--- src/rtl/hamming_secded_decoder.sv ---
// Walks NUM_WORDS Hamming(16,11) SECDED codewords in memory, writing corrected data plus status; optional HAMMING_STATS_EN adds error counters.
// Latency: 5 cycles per word, ack rises 5*NUM_WORDS+1 cycles after the req-accepting edge.
// Backpressure: none; memory is assumed always ready, req is ignored while busy.
module hamming_secded_decoder #(
    parameter int NUM_WORDS = 15,
    parameter int SRC_BASE  = 30,
    parameter int DST_BASE  = 0,
    parameter int AW        = 8
) (
    input  logic          clock,
    input  logic          reset_n,
    input  logic          req,
    output logic          ack,
    output logic [AW-1:0] mem_addr,
    output logic          mem_rd_en,
    input  logic [7:0]    mem_rdata,
    output logic          mem_wr_en,
    output logic [7:0]    mem_wdata,
    output logic [3:0]    err1_cnt,
    output logic [3:0]    err2_cnt
);

    localparam int IW = (NUM_WORDS > 1) ? $clog2(NUM_WORDS) : 1;
    localparam logic [AW-1:0] SRC_A = AW'(SRC_BASE);
    localparam logic [AW-1:0] DST_A = AW'(DST_BASE);
    localparam logic [IW-1:0] LAST  = IW'(NUM_WORDS - 1);

    typedef enum logic [2:0] {
        S_IDLE, S_RD_LO, S_RD_HI, S_DECODE, S_WR_LO, S_WR_HI, S_DONE
    } state_t;

    state_t          state_q;
    logic [IW-1:0]   idx_q;
    logic [7:0]      lo_byte_q;
    logic [7:0]      hi_res_q;
    logic            ack_q;
    logic [AW-1:0]   addr_q;
    logic            rd_q;
    logic            wr_q;
    logic [7:0]      wdata_q;

    logic [IW-1:0]   idx_d;
    logic [15:0]     cw_d;
    logic [3:0]      syn_d;
    logic            par_d;
    logic [15:0]     fixed_d;
    logic [1:0]      flag_d;
    logic [7:0]      lo_res_d;
    logic [7:0]      hi_res_d;

    assign idx_d = idx_q + 1'b1;

    // Decode uses the hi byte straight off the read port during DECODE.
    always_comb begin
        cw_d     = {mem_rdata, lo_byte_q};
        syn_d[0] = ^(cw_d & 16'hAAAA);
        syn_d[1] = ^(cw_d & 16'hCCCC);
        syn_d[2] = ^(cw_d & 16'hF0F0);
        syn_d[3] = ^(cw_d & 16'hFF00);
        par_d    = ^cw_d;
        fixed_d  = cw_d;
        flag_d   = 2'b00;
        if (par_d) begin
            fixed_d = cw_d ^ (16'h0001 << syn_d);
            flag_d  = 2'b01;
        end else if (syn_d != 4'd0) begin
            flag_d  = 2'b10;
        end
        lo_res_d = {fixed_d[12], fixed_d[11], fixed_d[10], fixed_d[9],
                    fixed_d[7], fixed_d[6], fixed_d[5], fixed_d[3]};
        hi_res_d = {flag_d, 3'b000, fixed_d[15], fixed_d[14], fixed_d[13]};
    end

    always_ff @(posedge clock or negedge reset_n) begin
        if (!reset_n) begin
            state_q   <= S_IDLE;
            idx_q     <= '0;
            lo_byte_q <= '0;
            hi_res_q  <= '0;
            ack_q     <= 1'b0;
            addr_q    <= '0;
            rd_q      <= 1'b0;
            wr_q      <= 1'b0;
            wdata_q   <= '0;
        end else begin
            rd_q <= 1'b0;
            wr_q <= 1'b0;
            case (state_q)
                S_IDLE: begin
                    if (req) begin
                        ack_q   <= 1'b0;
                        idx_q   <= '0;
                        rd_q    <= 1'b1;
                        addr_q  <= SRC_A;
                        state_q <= S_RD_LO;
                    end
                end
                S_RD_LO: begin
                    rd_q    <= 1'b1;
                    addr_q  <= SRC_A + AW'({idx_q, 1'b1});
                    state_q <= S_RD_HI;
                end
                S_RD_HI: begin
                    lo_byte_q <= mem_rdata;
                    state_q   <= S_DECODE;
                end
                S_DECODE: begin
                    hi_res_q <= hi_res_d;
                    wr_q     <= 1'b1;
                    addr_q   <= DST_A + AW'({idx_q, 1'b0});
                    wdata_q  <= lo_res_d;
                    state_q  <= S_WR_LO;
                end
                S_WR_LO: begin
                    wr_q    <= 1'b1;
                    addr_q  <= DST_A + AW'({idx_q, 1'b1});
                    wdata_q <= hi_res_q;
                    state_q <= S_WR_HI;
                end
                S_WR_HI: begin
                    if (idx_q == LAST) begin
                        state_q <= S_DONE;
                    end else begin
                        idx_q   <= idx_d;
                        rd_q    <= 1'b1;
                        addr_q  <= SRC_A + AW'({idx_d, 1'b0});
                        state_q <= S_RD_LO;
                    end
                end
                S_DONE: begin
                    ack_q   <= 1'b1;
                    state_q <= S_IDLE;
                end
                default: state_q <= S_IDLE;
            endcase
        end
    end

    assign ack       = ack_q;
    assign mem_addr  = addr_q;
    assign mem_rd_en = rd_q;
    assign mem_wr_en = wr_q;
    assign mem_wdata = wdata_q;

`ifdef HAMMING_STATS_EN
    logic [3:0] err1_q;
    logic [3:0] err2_q;

    always_ff @(posedge clock or negedge reset_n) begin
        if (!reset_n) begin
            err1_q <= '0;
            err2_q <= '0;
        end else if (state_q == S_IDLE && req) begin
            err1_q <= '0;
            err2_q <= '0;
        end else if (state_q == S_WR_HI) begin
            if (hi_res_q[7:6] == 2'b01 && err1_q != 4'hF) err1_q <= err1_q + 4'd1;
            if (hi_res_q[7:6] == 2'b10 && err2_q != 4'hF) err2_q <= err2_q + 4'd1;
        end
    end

    assign err1_cnt = err1_q;
    assign err2_cnt = err2_q;
`else
    assign err1_cnt = 4'h0;
    assign err2_cnt = 4'h0;
`endif

endmodule

--- config.mk ---
export PLATFORM = sky130hd
export DESIGN_NAME = hamming_secded_decoder
export DESIGN_NICKNAME = d
export VERILOG_FILES = /design/src/rtl/hamming_secded_decoder.sv
export SDC_FILE = /design/constraint.sdc
export NUM_CORES = 1
export LEC_CHECK = 0
export BUFFER_PORTS_ARGS = -buffer_cell sky130_fd_sc_hd__buf_2
export CAP_MARGIN = 20
export CORE_MARGIN = 3
export CORE_UTILIZATION = 30
export CTS_CLUSTER_DIAMETER = 40
export DETAILED_ROUTE_END_ITERATION = 10
export HOLD_SLACK_MARGIN = 0.12
export PLACE_DENSITY_LB_ADDON = 0.2
export SLEW_MARGIN = 20
export SYNTH_ARGS = -nofsm -noshare
export SYNTH_HDL_FRONTEND = slang
export SYNTH_SLANG_ARGS = --single-unit
export TNS_END_PERCENT = 10
--- constraint.sdc ---
create_clock -name clock -period 7 [get_ports clock]
set_clock_uncertainty 0.15 [all_clocks]
set_input_delay 1.05 -clock clock [delete_from_list [all_inputs] [get_ports clock]]
set_output_delay 1.05 -clock clock [all_outputs]
set_load 0.005 [all_outputs]
=== Yosys cells after proc, flatten, opt, wreduce, memory -nomap -nowiden ===
Index checks and enable logic that the tools add are counted.

* Logic and storage cells: 57
* Register bits: 39
* Input port bits: 11

* Shift operators: 1
* Equality and inequality tests: 9
* Reduce and logical (&&, ||, !) cells: 15
* Add/subtract/negate cells: 3
* Mux-type cells: 19
* Bitwise gates (word level): 1

{| class="wikitable"
|+ Operator list
! operator !! count
|-
| $reduce_xor A16 Y1 || 5
|-
| $pmux W8 S5 || 1
|-
| $pmux W3 S6 || 1
|-
| $mux W16 || 1
|-
| $mux W8 || 2
|-
| $pmux W8 S2 || 1
|-
| $shl A1 B4 Y16 const A || 1
|-
| $xor A16 B16 Y16 || 1
|-
| $add A5 B5 Y6 const A || 2
|-
| $eq A3 B3 Y1 const B || 3
|-
| $mux W4 || 2
|-
| $pmux W4 S2 || 1
|-
| $eq A3 B2 Y1 const B || 2
|-
| $mux W3 || 2
|-
| $reduce_and A3 Y1 || 2
|-
| $reduce_bool A2 Y1 || 3
|-
| $reduce_bool A5 Y1 || 1
|-
| $add A4 B1 Y4 const B || 1
|-
| $eq A4 B4 Y1 const B || 1
|-
| $mux W1 || 4
|-
| $mux W2 || 2
|-
| $ne A2 B2 Y1 const B || 2
|-
| $reduce_bool A4 Y1 || 1
|-
| $eq A3 B1 Y1 const B || 1
|-
| other kinds (5) || 5
|}

=== Longest topological paths before layout ===
* Depth after elaboration: 5
* Mapped depth: 12
* Mapped depth without buffers: 11

=== Worst setup path after synthesis ===
No wires, ideal clock.

* Path type: in2reg
* Start: in mem_rdata[2]
* End: reg wdata_q[1], in the netlist mem_wdata[1]
* Cell stages on the path: 6
* Path slack: 4456 ps
* Data arrival time: 2311 ps
* Setup time: 82 ps
* Required time: 6768 ps
* Path through: xnor2_1 -> xor2_1 -> nor4_1 -> o22ai_1 -> xor2_1 -> o22ai_1

* Cells in the longest elaborated chain, start to end: 5

{| class="wikitable"
|+ RTL lines
! what !! line !! RTL
|-
| start, declared || 16 || <nowiki>input logic [7:0] mem_rdata,</nowiki>
|-
| $reduce_xor A16 Y1 (on tied branches) || 57, 59 ||
|-
| $shl A1 B4 Y16 || 64 || <nowiki>fixed_d = cw_d ^ (16'h0001 << syn_d);</nowiki>
|-
| $xor A16 B16 Y16 || 64 ||
|-
| $mux W16 (*) || 63 || <nowiki>if (par_d) begin</nowiki>
|-
| $pmux W8 S2 (*) || 88 || <nowiki>case (state_q)</nowiki>
|-
| end signal, assigned || 111 || <nowiki>wdata_q <= lo_res_d;</nowiki>
|-
| end signal, assigned || 117 || <nowiki>wdata_q <= hi_res_q;</nowiki>
|-
| end, declared || 40 || <nowiki>logic [7:0] wdata_q;</nowiki>
|}

Mark *: on every way between the ends. The rest lies on a longest branch, timed or not.
A chain may end at the register's enable or synchronous reset.

=== Worst setup path after layout ===
* Start: reg state_q[2]
* End: reg addr_q[3], in the netlist mem_addr[3]

* Cells in the longest elaborated chain, start to end: 3

{| class="wikitable"
|+ RTL lines
! what !! line !! RTL
|-
| start, declared || 32 || <nowiki>state_t state_q;</nowiki>
|-
| start signal, assigned || 76 || <nowiki>state_q <= S_IDLE;</nowiki>
|-
| start signal, assigned || 95 || <nowiki>state_q <= S_RD_LO;</nowiki>
|-
| start signal, assigned || 101 || <nowiki>state_q <= S_RD_HI;</nowiki>
|-
| $eq A3 B3 Y1, or another cell as far along || 88 ||
|-
| $reduce_bool A5 Y1 (no line) or $ne A2 B2 Y1 (tied branches) || n/a ||
|-
| $reduce_and A3 Y1 (no line) || n/a ||
|-
| end signal, assigned || 100 || <nowiki>addr_q <= SRC_A + AW'({idx_q, 1'b1});</nowiki>
|-
| end signal, assigned || 110 || <nowiki>addr_q <= DST_A + AW'({idx_q, 1'b0});</nowiki>
|-
| end signal, assigned || 116 || <nowiki>addr_q <= DST_A + AW'({idx_q, 1'b1});</nowiki>
|-
| end, declared || 37 || <nowiki>logic [AW-1:0] addr_q;</nowiki>
|}

Several ways; a longest one is shown, not always the timed one.

==> flow_summary_export.csv <==
group,metric,value,unit
run_status,status,"finished, final reports clean",
final_layout,multi_input_area,1454,um^2
place,hpwl,4209,um
logic_synthesis,synth-async-reset-ratio,1.000,
sta,tightest_slew,0.8391,ns
worst_setup_path,start_kind,"flop",
detailed_routing,drc,0,
logic_synthesis,synth_top_area_share,0.3715,
place,port_buffers,27,
place,place.gp.congestion,0.8649,
detailed_routing,ant_nets,0,
grt,antenna_found_initial,0,
logic_synthesis,yosysMostFrequentCell,"dfrtp_1",
clocking,cts_resized,0,
final_layout,area_delta_synth_final,11.60,%
logic_synthesis,synth_compound_area_frac,0.1712,
grt,grt_pass1_vias,1983,
final_layout,n_fill_cell,832,
clocking,clkSlewWorstSetupHoldPaths,0.08,ns
power_and_ir_drop,p_int,797.0,uW
floorplanning,row_count,32,
logic_synthesis,synth-edff-count,0,
logic_synthesis,synthTopCellsByCount,"dfrtp_1 (37), o22ai_1 (24), xor2_1 (24)",
logic_synthesis,yosysWarnings,0,
job,drv_cap,0,
power_and_ir_drop,power.density,541.0,nW/um^2
clocking,post_cts_buffers,0,
logic_synthesis,synth_top_flop_cell,"dfrtp_1",
floorplanning,fp.dieH,97.15,um
detailed_routing,routed_wl,5769,um
floorplanning,fp.coreArea,7888,um^2
worst_setup_path,crit_type,"reg2reg",
clocking,htree_levels,2,
final_layout,drive_gt1_frac,0.1858,
logic_synthesis,syn_area_per_cell,9.063,um^2
floorplanning,ios,38,
logic_synthesis,synth.distinct_cells,44,
power_and_ir_drop,switching_share,0.4704,
logic_synthesis,synth_top_family_by_area,"compound AO/OA/AOI/OAI gates",
logic_synthesis,synth_adder_area_share,0.01506,
worst_setup_path,slowest_stage,"dfrtp_1",
logic_synthesis,syn_area,2492,um^2
hold_path,hold_class,"reg2reg",
final_layout,n_antenna_cell,0,
worst_setup_path,slowest_delay,0.86,ns
sta,fmax,352.2,MHz
worst_setup_path,arrival,2.87,ns
worst_setup_path,critPathCaptureType,"flop",
floorplanning,fp.dieW,97.15,um
place,dpl-instance-area,2665,um^2
clocking,clock_latency,0.29,ns
logic_synthesis,synth_area_leaders,"dfrtp_1 (37%), xor2_1 (8.4%), xnor2_1 (7.4%)",
sta,slew_violations,0,
sta,fin_tns_setup,0,ns
final_layout,nNetsFinal,309,
floorplanning,die_area,9438,um^2
sta,period_minus_slack,2.839,ns
power_and_ir_drop,p_comb_frac,0.574,
power_and_ir_drop,power_frac_seq,0.295,
clocking,root_buffer,"clkbuf_8",
worst_setup_path,cp.required,7.03,ns
sta,timing.final.crit_share,0.4056,
logic_synthesis,synth-simple-area-share,0.1662,
worst_setup_path,crit_chain,"nand3b_1, nor2_1, a21oi_1, ha_1, nor4_1, o21ai_0, a21oi_1, nor2_1",
logic_synthesis,netlist_instances,275,
power_and_ir_drop,total_leakage_power,1.121,nW
clocking,cts-hold-fix-buffers,0,
floorplanning,start_util,0.3160,
clocking,tritoncts,"built",
logic_synthesis,ys_seq_area_frac,0.3715,
detailed_routing,vias_per_cell,5.055,
sta,finalHoldViolations,0,
power_and_ir_drop,finalPower,1.505,mW
final_layout,final_cell_area,2781,um^2
sta,whs,0.3391,ns
clocking,cts.sinks,37,
grt,gr-usage-all-layers,0.1256,
detailed_routing,via_count,2012,
power_and_ir_drop,ir_drop,0.0002580,V
logic_synthesis,yosysTopAreaCell,"dfrtp_1",
power_and_ir_drop,p_sw,707.8,uW
grt,grt_overflow_total,0,
sta,setup_viol,0,
detailed_routing,drtIter0Drc,90,
logic_synthesis,synthMuxAreaShare,0.04468,
sta,rsz0062_at_grt,"false",
sta,max-slew-margin-rel,0.4406,
clocking,numCtsBuffers,5,
power_and_ir_drop,p_clk_frac,0.132,
logic_synthesis,synth-xor-area-share,0.1712,
worst_setup_path,path_max_fanout,25,
grt,grt_pass1_wl,9742,um
detailed_routing,dr.pass1.iters,4,
detailed_routing,avgRoutedWirePerCell,14.49,um
final_layout,regArea,925.9,um^2
logic_synthesis,ys_seq_elements,37,
clocking,clockBufferDepth,2,
grt,grt_max_degree,38,
-- critical path, delay by kind of cell (launching register included) --
kind	cells	cell delay, ns
DFF	1	0.86
and+or+nand+nor	4	1.06
AOI/OAI and AO/OA	3	0.38
adders and majority gates	1	0.28
-- placed cells by master, fill, tap and decap left out, types with 3 or more instances in the layout --
cell type  instances
mux2_2             9
xor2_1            24
nor3_1            10
a21oi_1           15
nand2b_1           4
inv_1              6
nor2_1            18
nor4_1             5
dfrtp_1           37
o21ai_1            5
conb_1            10
nand2_1           22
clkbuf_8           6
buf_2             27
xnor2_1           21
o21ai_0           12
nor4_2             4
ha_1               3
o22ai_1           24
-- final timing paths --
check	from	endpoint	slack (ns)	cells after the start
min reg2reg	mem_wdata[4]	mem_wdata[4]	0.34	2
min	mem_wdata[4]	mem_wdata[4]	0.34	2
max in group asynchronous	reset_n	hi_res_q[1]	5.46	1
max reg2reg	state_q[2]	mem_addr[3]	4.16	8
min in group asynchronous	reset_n	mem_addr[2]	0.70	1
max	state_q[2]	mem_addr[3]	4.16	8
-- registers in the layout (all words and copies together), names as in the netlist --
name	count
mem_rd_en	1
idx_q	4
mem_wdata	8
mem_wr_en	1
mem_addr	6
ack	1
lo_byte_q	8
state_q	3
hi_res_q	5
-- power by group through the flow --
stage / sequential, mW / clock (mW) / combinational [mW]
2_1_floorplan: 0.377 / 0 / 0.741
3_3_place_gp: 0.448 / 0 / 0.865
3_5_place_dp: 0.448 / 0 / 0.863
4_1_cts: 0.443 / 0.205 / 0.866
5_1_grt: 0.463 / 0.214 / 0.976
6_report: 0.443 / 0.198 / 0.863
-- final cells by class --
class / instances / area share
tap: 102 / 0.04588
timing repair buffer: 27 / 0.04858
inverter: 6 / 0.008097
sequential: 37 / 0.3329
clock buffer: 7 / 0.03104
multi-input combinational: 218 / 0.5227
clock inverter: 1 / 0.01080
-- kinds of logic (layout without fill, tap and decap cells) --
logic type                 after synthesis  count (layout)
AOI/OAI and AO/OA                       70              70
xor gates and xnor gates                47              47
adders and majority gates                3               3
buffers and inverters                   29              41
DFF                                     37              37
muxes                                   10              10
other                                    1              10
and+or+nand+nor                         78              78
-- stage by stage --
| stage | util | std cells | setup WS, ns |
|---|---|---|---|
| after floorplan | - | 284 | 4.456 |
| after global placement | 0.3379 | 390 | 4.042 |
| after detailed placement | 0.3379 | 390 | 4.060 |
| after CTS | 0.3526 | 398 | 4.199 |
| after global routing | 0.3526 | 398 | 3.939 |
| final | 0.3526 | 398 | 4.161 |
-- per-layer routing --
layer / wire [um] / share of wire / global-route usage
met5: 0 / 0 / 0
met4: 100 / 0.017 / 0.04968
met3: 256 / 0.044 / 0.02441
met2: 2735 / 0.47 / 0.2049
met1: 2677 / 0.46 / 0.1633
Power figures use the tool's default switching activity.
